[src/rtl/song_sequencer_if.sv]
// Control/status bundle between a song player and its controller.
// Signals: start/stop pulses in, music/note_idx/playing/done out.
interface song_sequencer_if;
  logic       start;
  logic       stop;
  logic [4:0] music;
  logic       playing;
  logic       done;
  logic [4:0] note_idx;

  modport master (
    output start, stop,
    input  music, playing, done, note_idx
  );

  modport slave (
    input  start, stop,
    output music, playing, done, note_idx
  );
endinterface

[src/rtl/song_sequencer.sv]
// Plays a fixed tune from an internal 32x8 ROM {note,beats} with gaps.
// Ports: clk, rst_n (async low), bus (slave: start/stop in; music,
// playing, done, note_idx out). Option macro SONG_LOOP_EN: restart
// from entry 0 at end of song instead of returning to idle.
module song_sequencer #(
  parameter int BEAT_CYCLES = 12_500_000,
  parameter int GAP_CYCLES  = 500_000
) (
  input  logic               clk,
  input  logic               rst_n,
  song_sequencer_if.slave    bus
);

  localparam logic [1:0] S_IDLE = 2'd0;
  localparam logic [1:0] S_NOTE = 2'd1;
  localparam logic [1:0] S_GAP  = 2'd2;

  localparam logic [31:0] BEAT_LAST = 32'(BEAT_CYCLES - 1);
  localparam logic [31:0] GAP_LAST  = 32'(GAP_CYCLES - 1);

  logic [1:0]  state_q, state_d;
  logic [31:0] cnt_q, cnt_d;
  logic [2:0]  beat_q, beat_d;
  logic [4:0]  idx_q, idx_d;
  logic [4:0]  music_q, music_d;
  logic        done_q, done_d;
  logic [7:0]  nxt;
  logic [7:0]  first;

  function automatic logic [7:0] rom(input logic [4:0] a);
    logic [7:0] r;
    case (a)
      5'd0:    r = {5'd8,  3'd1};
      5'd1:    r = {5'd8,  3'd1};
      5'd2:    r = {5'd12, 3'd1};
      5'd3:    r = {5'd12, 3'd1};
      5'd4:    r = {5'd13, 3'd1};
      5'd5:    r = {5'd13, 3'd1};
      5'd6:    r = {5'd12, 3'd2};
      5'd7:    r = {5'd11, 3'd1};
      5'd8:    r = {5'd11, 3'd1};
      5'd9:    r = {5'd10, 3'd1};
      5'd10:   r = {5'd10, 3'd1};
      5'd11:   r = {5'd9,  3'd1};
      5'd12:   r = {5'd9,  3'd1};
      5'd13:   r = {5'd8,  3'd2};
      default: r = 8'h00;
    endcase
    return r;
  endfunction

  always_comb begin
    state_d = state_q;
    cnt_d   = cnt_q;
    beat_d  = beat_q;
    idx_d   = idx_q;
    music_d = music_q;
    done_d  = 1'b0;
    nxt     = rom(idx_q + 5'd1);
    first   = rom(5'd0);
    if (bus.stop) begin
      state_d = S_IDLE;
      cnt_d   = '0;
      beat_d  = '0;
      idx_d   = '0;
      music_d = '0;
    end else begin
      unique case (1'b1)
        (state_q == S_IDLE): begin
          if (bus.start) begin
            state_d = S_NOTE;
            cnt_d   = '0;
            idx_d   = '0;
            music_d = first[7:3];
            beat_d  = first[2:0];
          end
        end
        (state_q == S_NOTE): begin
          if (cnt_q == BEAT_LAST) begin
            cnt_d = '0;
            if (beat_q == 3'd1) begin
              state_d = S_GAP;
              music_d = '0;
            end else begin
              beat_d = beat_q - 3'd1;
            end
          end else begin
            cnt_d = cnt_q + 32'd1;
          end
        end
        (state_q == S_GAP): begin
          if (cnt_q == GAP_LAST) begin
            cnt_d = '0;
            if (idx_q == 5'd31 || nxt[2:0] == 3'd0) begin
              done_d = 1'b1;
`ifdef SONG_LOOP_EN
              state_d = S_NOTE;
              idx_d   = '0;
              music_d = first[7:3];
              beat_d  = first[2:0];
`else
              state_d = S_IDLE;
              idx_d   = '0;
              music_d = '0;
              beat_d  = '0;
`endif
            end else begin
              state_d = S_NOTE;
              idx_d   = idx_q + 5'd1;
              music_d = nxt[7:3];
              beat_d  = nxt[2:0];
            end
          end else begin
            cnt_d = cnt_q + 32'd1;
          end
        end
        default: begin
          state_d = S_IDLE;
          cnt_d   = '0;
          beat_d  = '0;
          idx_d   = '0;
          music_d = '0;
        end
      endcase
    end
  end

  always_ff @(posedge clk or negedge rst_n) begin
    if (!rst_n) begin
      state_q <= S_IDLE;
      cnt_q   <= '0;
      beat_q  <= '0;
      idx_q   <= '0;
      music_q <= '0;
      done_q  <= 1'b0;
    end else begin
      state_q <= state_d;
      cnt_q   <= cnt_d;
      beat_q  <= beat_d;
      idx_q   <= idx_d;
      music_q <= music_d;
      done_q  <= done_d;
    end
  end

  assign bus.music    = music_q;
  assign bus.note_idx = idx_q;
  assign bus.done     = done_q;
  assign bus.playing  = (state_q != S_IDLE);

endmodule

[src/flat_wrapper.sv]
// flat-port wrapper written by rule: the top's interface ports become plain ports
module song_sequencer_flat 
#(
  parameter int BEAT_CYCLES = 12_500_000,
  parameter int GAP_CYCLES  = 500_000
)
  (clk, rst_n, bus_start, bus_stop, bus_music, bus_playing, bus_done, bus_note_idx);
  song_sequencer_if bus_i ();
  input  logic clk;
  input  logic rst_n;
  input wire logic [$bits(bus_i.start)-1:0] bus_start;
  input wire logic [$bits(bus_i.stop)-1:0] bus_stop;
  output wire logic [$bits(bus_i.music)-1:0] bus_music;
  output wire logic [$bits(bus_i.playing)-1:0] bus_playing;
  output wire logic [$bits(bus_i.done)-1:0] bus_done;
  output wire logic [$bits(bus_i.note_idx)-1:0] bus_note_idx;
  assign bus_i.start = bus_start;
  assign bus_i.stop = bus_stop;
  assign bus_music = bus_i.music;
  assign bus_playing = bus_i.playing;
  assign bus_done = bus_i.done;
  assign bus_note_idx = bus_i.note_idx;
  song_sequencer #(.BEAT_CYCLES(BEAT_CYCLES), .GAP_CYCLES(GAP_CYCLES)) u_core (.clk(clk), .rst_n(rst_n), .bus(bus_i));
endmodule
[config.mk]
export PLATFORM = sky130hd
export DESIGN_NAME = song_sequencer_flat
export DESIGN_NICKNAME = d
export VERILOG_FILES = /design/src/rtl/song_sequencer_if.sv /design/src/rtl/song_sequencer.sv /design/src/flat_wrapper.sv
export SDC_FILE = /design/constraint.sdc
export NUM_CORES = 1
export LEC_CHECK = 0
export ABC_AREA = 0
export BUFFER_PORTS_ARGS = -buffer_cell sky130_fd_sc_hd__buf_2
export CAP_MARGIN = 10
export CORE_AREA = 2 2 88 90
export CTS_CLUSTER_DIAMETER = 100
export DETAILED_ROUTE_END_ITERATION = 10
export DIE_AREA = 0 0 90 92
export GPL_ROUTABILITY_DRIVEN = 0
export PLACE_DENSITY = 0.68
export RECOVER_POWER = 100
export SLEW_MARGIN = 20
export SYNTH_ARGS = -nofsm -noshare
export SYNTH_HDL_FRONTEND = slang
export SYNTH_SLANG_ARGS = --single-unit
[constraint.sdc]
create_clock -name clk -period 2.2 [get_ports clk]
set_clock_uncertainty 0.2 [all_clocks]
set_input_delay 0.11 -clock clk [delete_from_list [all_inputs] [get_ports clk]]
set_output_delay 0.11 -clock clk [all_outputs]
set_load 0.05 [all_outputs]
[Word level (Yosys, flattened, before mapping)]
Memories as Yosys holds them, arrays and structs flattened.
Cells that the tools add are included.
Widths: inputs -> output; s select.
Storage, ports and cells
  register bits after elaboration: 48
  bits in read-only memories: 96
  input bits: 4
  output and inout port bits: 12
  word-level logic and storage cells: 65
  memories kept: 1
Memory list
  (no name shown): depth 16, width 6, rd ports 1, clocked after Yosys merged registers in 0, write ports 0, RTL line song_sequencer.sv:32  | case (a)
Cells by class
  add/subtract/negate cells: 3
  equal/unequal tests: 12
  multiplexer cells: 36
  reductions and logical operators: 7
Operator list (number)
  $mux 32: 4
  $pmux 32 s3: 1
  $mux 5: 10
  $add 32x1->32 const B: 1
  $eq 32x19->1 const B: 1
  $eq 32x24->1 const B: 1
  $pmux 5 s3: 2
  $mux 3: 6
  $ne 3x3->1 const B: 5
  $mux 2: 5
  $pmux 3 s3: 1
  $mux 8: 1
  $reduce_and 4->1: 2
  $pmux 2 s3: 1
  $add 5x1->5 const B: 1
  $eq 5x5->1 const B: 1
  $mux 1: 5
  $eq 3x1->1 const B: 1
  $logic_not 3->1: 1
  $reduce_and 3->1: 1
  $sub 3x1->3 const B: 1
  $eq 2x1->1 const B: 1
  $eq 2x2->1 const B: 1
  $logic_not 2->1: 1
  3 further kinds: 3

[Longest topological paths before layout]
An unclocked memory read counts as a cell.
  depth in word-level cells: 9
  mapped depth: 9
  depth with buffers taken out: 9

[Worst setup path before layout]
No wires, ideal clock.
  kind: reg-to-reg
  start: reg u_core.idx_q[1] (netlist: u_core.bus.note_idx[1])
  end: reg u_core.music_q[2] (netlist: u_core.bus.music[2])
  setup time: 67 ps
  arrival: 2474 ps
  required time: 1933 ps
  setup slack: -541 ps
  cell stages (with the launch flop): 10
  path buffers: 0
  clock period less this slack: 2741 ps
  path through: dfrtp_1 ha_1 and3_1 ha_1 nor2_1 nand2_1 a31oi_1 nand2b_1 a2111oi_0 mux2_2
Between the ends
  longest elaborated chain between the ends: 9
  elaborated cells between the ends (all ways): 10
  those cells by class: add/sub: 1; eq/ne: 1; mux: 5; reduce/logical: 2; memory: 1
RTL lines
  start, declared: RTL line song_sequencer.sv:24  | logic [4:0] idx_q, idx_d;
  start signal, assigned: RTL line song_sequencer.sv:140  | idx_q <= idx_d;
  $add 5x1->5: RTL line song_sequencer.sv:59  | nxt = rom(idx_q + 5'd1);
  $mem_v2 16x6
  $mux 8: RTL line song_sequencer.sv:32
  $logic_not 3->1: RTL line song_sequencer.sv:94  | if (idx_q == 5'd31 || nxt[2:0] == 3'd0) begin
  $logic_or 1x1->1: RTL line song_sequencer.sv:94
  $mux 5 *: RTL line song_sequencer.sv:94
  $mux 5 *: RTL line song_sequencer.sv:92  | if (cnt_q == GAP_LAST) begin
  $pmux 5 s3 *: RTL line song_sequencer.sv:68  | unique case (1'b1)
  $mux 5 *: RTL line song_sequencer.sv:61  | if (bus.stop) begin
  end signal, assigned: RTL line song_sequencer.sv:141  | music_q <= music_d;
  end, declared: RTL line song_sequencer.sv:25  | logic [4:0] music_q, music_d;
Mark *: on every way between the ends. The rest lies on a longest branch, timed or not. The select of a mux whose other input is x is not followed.
A chain may end at the register's enable or synchronous reset.

[Worst setup path in the final report]
  start: reg u_core.cnt_q[16]
  end: reg u_core.cnt_q[25]
Between the ends
  longest elaborated chain between the ends: 4
  elaborated cells between the ends (all ways): 7
  those cells by class: add/sub: 1; eq/ne: 2; mux: 4
RTL lines
  start, declared: RTL line song_sequencer.sv:22  | logic [31:0] cnt_q, cnt_d;
  start signal, assigned: RTL line song_sequencer.sv:138  | cnt_q <= cnt_d;
  $add 32x1->32, or another cell as far along: RTL line song_sequencer.sv:88, song_sequencer.sv:114
  $mux 32 (on tied branches): RTL line song_sequencer.sv:92, song_sequencer.sv:79
  $pmux 32 s3 *: RTL line song_sequencer.sv:68
  $mux 32 *: RTL line song_sequencer.sv:61
Mark *: on every way between the ends. The rest lies on a longest branch, timed or not.

==> flow_summary_export.csv <==
group,metric,value,unit
worst_setup_path,crit_chain,"buf_6, nand3_4, or3_4, or4_4, o31a_1, o21ai_1, o31ai_1",
clock_network,cts_buffers,5,
worst_setup_path,critPathMaxStageDelay,0.54,ns
worst_setup_path,worstPathRequired,2.18,ns
flow_run,max_cap_viol_count,0,
finish,drive_above_1_share,44.8,%
place,dp.cells,526,
timing,rsz0062_at_grt,"yes",
detailed_routing,drt_pass1_iterations,4,
finish,final_util,62.2,%
timing,post-route-period-util,105,%
synthesis,ys_seq_area_share,36.7,%
pwr,pwr-share-comb,55.1,%
worst_setup_path,slowest_stage,"or4_4",
worst_setup_path,endpoint_kind,"register",
status,status,"complete, but fails checks",
detailed_routing,routed_via_density,5.61,
synthesis,avgSynthCellArea,9.23,um^2
pwr,leakagePower,2.02,nW
synthesis,yosysWarningCount,0,
synthesis,synthDistinctLibCells,64,
finish,area_growth,44.6,%
synthesis,ys_async_sr_fraction,100,%
pwr,power.total,3.30,mW
status,violations,"negative setup slack",
timing,setup_slack,-0.117,ns
grt,grt-ovfl-total,0,
worst_setup_path,arrival,2.30,ns
timing,drv_slew,0,
clock_network,clockRootBuffer,"clkbuf_8",
floorplan,pin_count,16,
grt,antenna_found_initial,0,
clock_network,clk_latency,0.30,ns
clock_network,path_clk_slew,0.09,ns
timing,hold_viol_final,0,
worst_setup_path,path_class,"reg2reg",
pwr,internal-power,1.97,mW
synthesis,synthesis.nets,366,
synthesis,syn-cell-area,3200,um^2
worst_setup_path,reg2reg_setup_slack,-0.12,ns
finish,antennaDiodeCount,0,
worst_setup_path,rr_startpoint,"u_core.cnt_q[16]",
grt,grt_pass1_wl,14.7,mm
synthesis,synth-main-ff-cell,"dfrtp_1",
synthesis,synth-seq-cells,47,
timing,fin_setup_tns,-1.84,ns
clock_network,cts_tree,"built",
floorplan,die_h,92,um
synthesis,synth_edf_count,0,
timing,max-slew-margin-rel,43.2,%
pwr,switchingPower,1.33,mW
grt,track_usage,21.8,%
worst_setup_path,cpLargestDelayFamily,"simple AND/OR/NAND/NOR gates",
floorplan,start_util,43.0,%
floorplan,die_x,90,um
place,portBuffers,14,
detailed_routing,remaining_drc_errors,0,
hold_path,hold_path_class,"in2async",
pwr,pwr-share-clk,15.2,%
synthesis,postSynthCellCount,347,
pwr,p_seq_share,29.7,%
clock_network,cts.sinks,47,
floorplan,die_area,8280,um^2
timing,finalSetupViolations,33,
timing,fin_crit,2.32,ns
timing,holdWs,0.109,ns
grt,grt_max_degree,25,
clock_network,cts_max_path_buffers,2,
worst_setup_path,r2r.worst_path.cells,7,
worst_setup_path,path_max_fanout,5,
detailed_routing,wl,9.62,mm
detailed_routing,drtAntennaViolNets,0,
timing,tightest_slew,0.852,ns
timing,max_freq,432,MHz
worst_setup_path,reg2reg_to,"u_core.cnt_q[25]",
clock_network,ctsHtreeMaxLevel,2,
finish,final_cell_mix,"buf_4, dfrtp_1, nand2_1",
detailed_routing,vias,3105,
floorplan,rows,32,
finish,stdcell_count,553,
worst_setup_path,cp_num_buf_inv,1,
grt,grt_pass1_vias,3027,
place,dp_hpwl,6.29,mm
worst_setup_path,critPathLaunchType,"register",
detailed_routing,drt_iter0_drc,201,
finish,layout_commonest_cell,"buf_4",
pwr,powerDensity,713,nW/um^2
floorplan,core,7450,um^2
finish,nets,470,
detailed_routing,wl_per_cell,17.4,um
pwr,switching_share,40.3,%
pwr,vdd_drop_max,0.000442,V
-- synthesized netlist by cell type (all sizes together), types with 2 or more instances --
cell	n	share of area (%)
buf	9	2.1
nand2b	6	1.2
and4b	2	0.62
ha	15	5.9
or4	2	0.47
o311ai	2	0.55
mux2	5	1.8
a211oi	5	1.3
nand4	7	1.6
nand3	19	3.1
o41ai	2	1.7
a22o	5	1.4
a2bb2oi	5	1.4
nor2b	3	0.59
o31ai	2	0.47
and2	5	0.98
mux2i	8	2.5
inv	13	1.5
nand4b	3	0.82
a21o	5	1.4
and4bb	2	0.78
nor2	31	3.9
xor2	6	1.6
nor3	12	2.0
o31a	2	0.55
a31oi	3	0.59
nor4	9	2.4
o21ai	23	3.7
clkbuf	4	0.47
nand2	34	4.1
dfrtp	47	37
xnor2	6	1.6
a21oi	11	2.0
and4	6	1.7
o211ai	2	0.47
nor4b	2	0.74
or3	6	1.5
and3	9	1.8
-- worst register-to-register path: stages (launching register included) --
cell,delay (ns)
dfrtp_1,0.43
buf_6,0.13
nand3_4,0.06
or3_4,0.40
or4_4,0.54
o31a_1,0.26
o21ai_1,0.10
o31ai_1,0.09
-- per-layer routing --
| layer | track usage [%] | vias up | part of all wire [%] |
|---|---|---|---|
| li1 | - | 1484 | - |
| met1 | 30.2 | 1543 | 44 |
| met2 | 36.2 | 68 | 51 |
| met3 | 2.63 | 10 | 3.8 |
| met4 | 5.90 | 0 | 1.3 |
| met5 | 0 | - | 0 |
-- worst max path at each step --
stage,start,endpoint,cells after the start
after global placement,u_core.cnt_q[9],u_core.cnt_q[11],7
after floorplan,u_core.bus.note_idx[0],u_core.bus.music[2],9
after global routing,u_core.cnt_q[28],u_core.cnt_q[2],8
after CTS,u_core.bus.note_idx[0],u_core.bus.note_idx[2],10
final,u_core.cnt_q[16],u_core.cnt_q[25],7
after detailed placement,u_core.cnt_q[0],u_core.cnt_q[11],8
-- logic make-up after synthesis --
| group | Yosys count | synth area share, % |
|---|---|---|
| fa+ha+maj | 15 | 5.86 |
| flops | 47 | 36.7 |
| other cells | 1 | 0.117 |
| buf+inv | 26 | 4.14 |
| xor+xnor | 12 | 3.28 |
| compound gates | 72 | 16.8 |
| mux | 13 | 4.26 |
| simple gates | 161 | 28.9 |
-- area by class of cell --
| cell class | count | area, um^2 |
|---|---|---|
| Fill cell | 619 | 2820 |
| Inverter | 13 | 52.6 |
| Timing Repair Buffer | 108 | 838 |
| Sequential cell | 47 | 1180 |
| Tap cell | 102 | 128 |
| Multi-Input combinational cell | 276 | 2350 |
| Clock buffer | 7 | 76.3 |
-- repair_timing --
action	in CTS	in global routing
endpoints found under the hold margin	47	0
hold buffers	1	0
gates resized for setup	30	65
endpoints found under the setup margin	42	45
pin swaps	15	33
gates cloned	2	1
buffers inserted	5	11
-- registers in the layout, summed over array words and instances (netlist names) --
name / count
u_core.bus.note_idx: 5
u_core.beat_q: 3
u_core.bus.music: 4
u_core.state_q: 2
u_core.cnt_q: 32
u_core.bus.done: 1
-- power by group through the flow --
stage | registers, mW | clock network, mW | logic (mW)
finish | 0.981 | 0.503 | 1.82
global route | 0.991 | 0.545 | 1.94
CTS | 0.979 | 0.514 | 1.47
detailed placement | 0.997 | 0 | 1.29
global placement | 0.989 | 0 | 1.27
floorplan | 1.04 | 0 | 0.825
-- stage by stage --
| stage | worst slack (ns) | cell area (um^2) |
|---|---|---|
| after floorplan | -0.138 | 3320 |
| after global placement | -0.148 | 4010 |
| after detailed placement | -0.198 | 4010 |
| after CTS | -0.0795 | 4270 |
| after global routing | -0.237 | 4630 |
| final | -0.117 | 4630 |
Power figures use the tool's default switching activity.
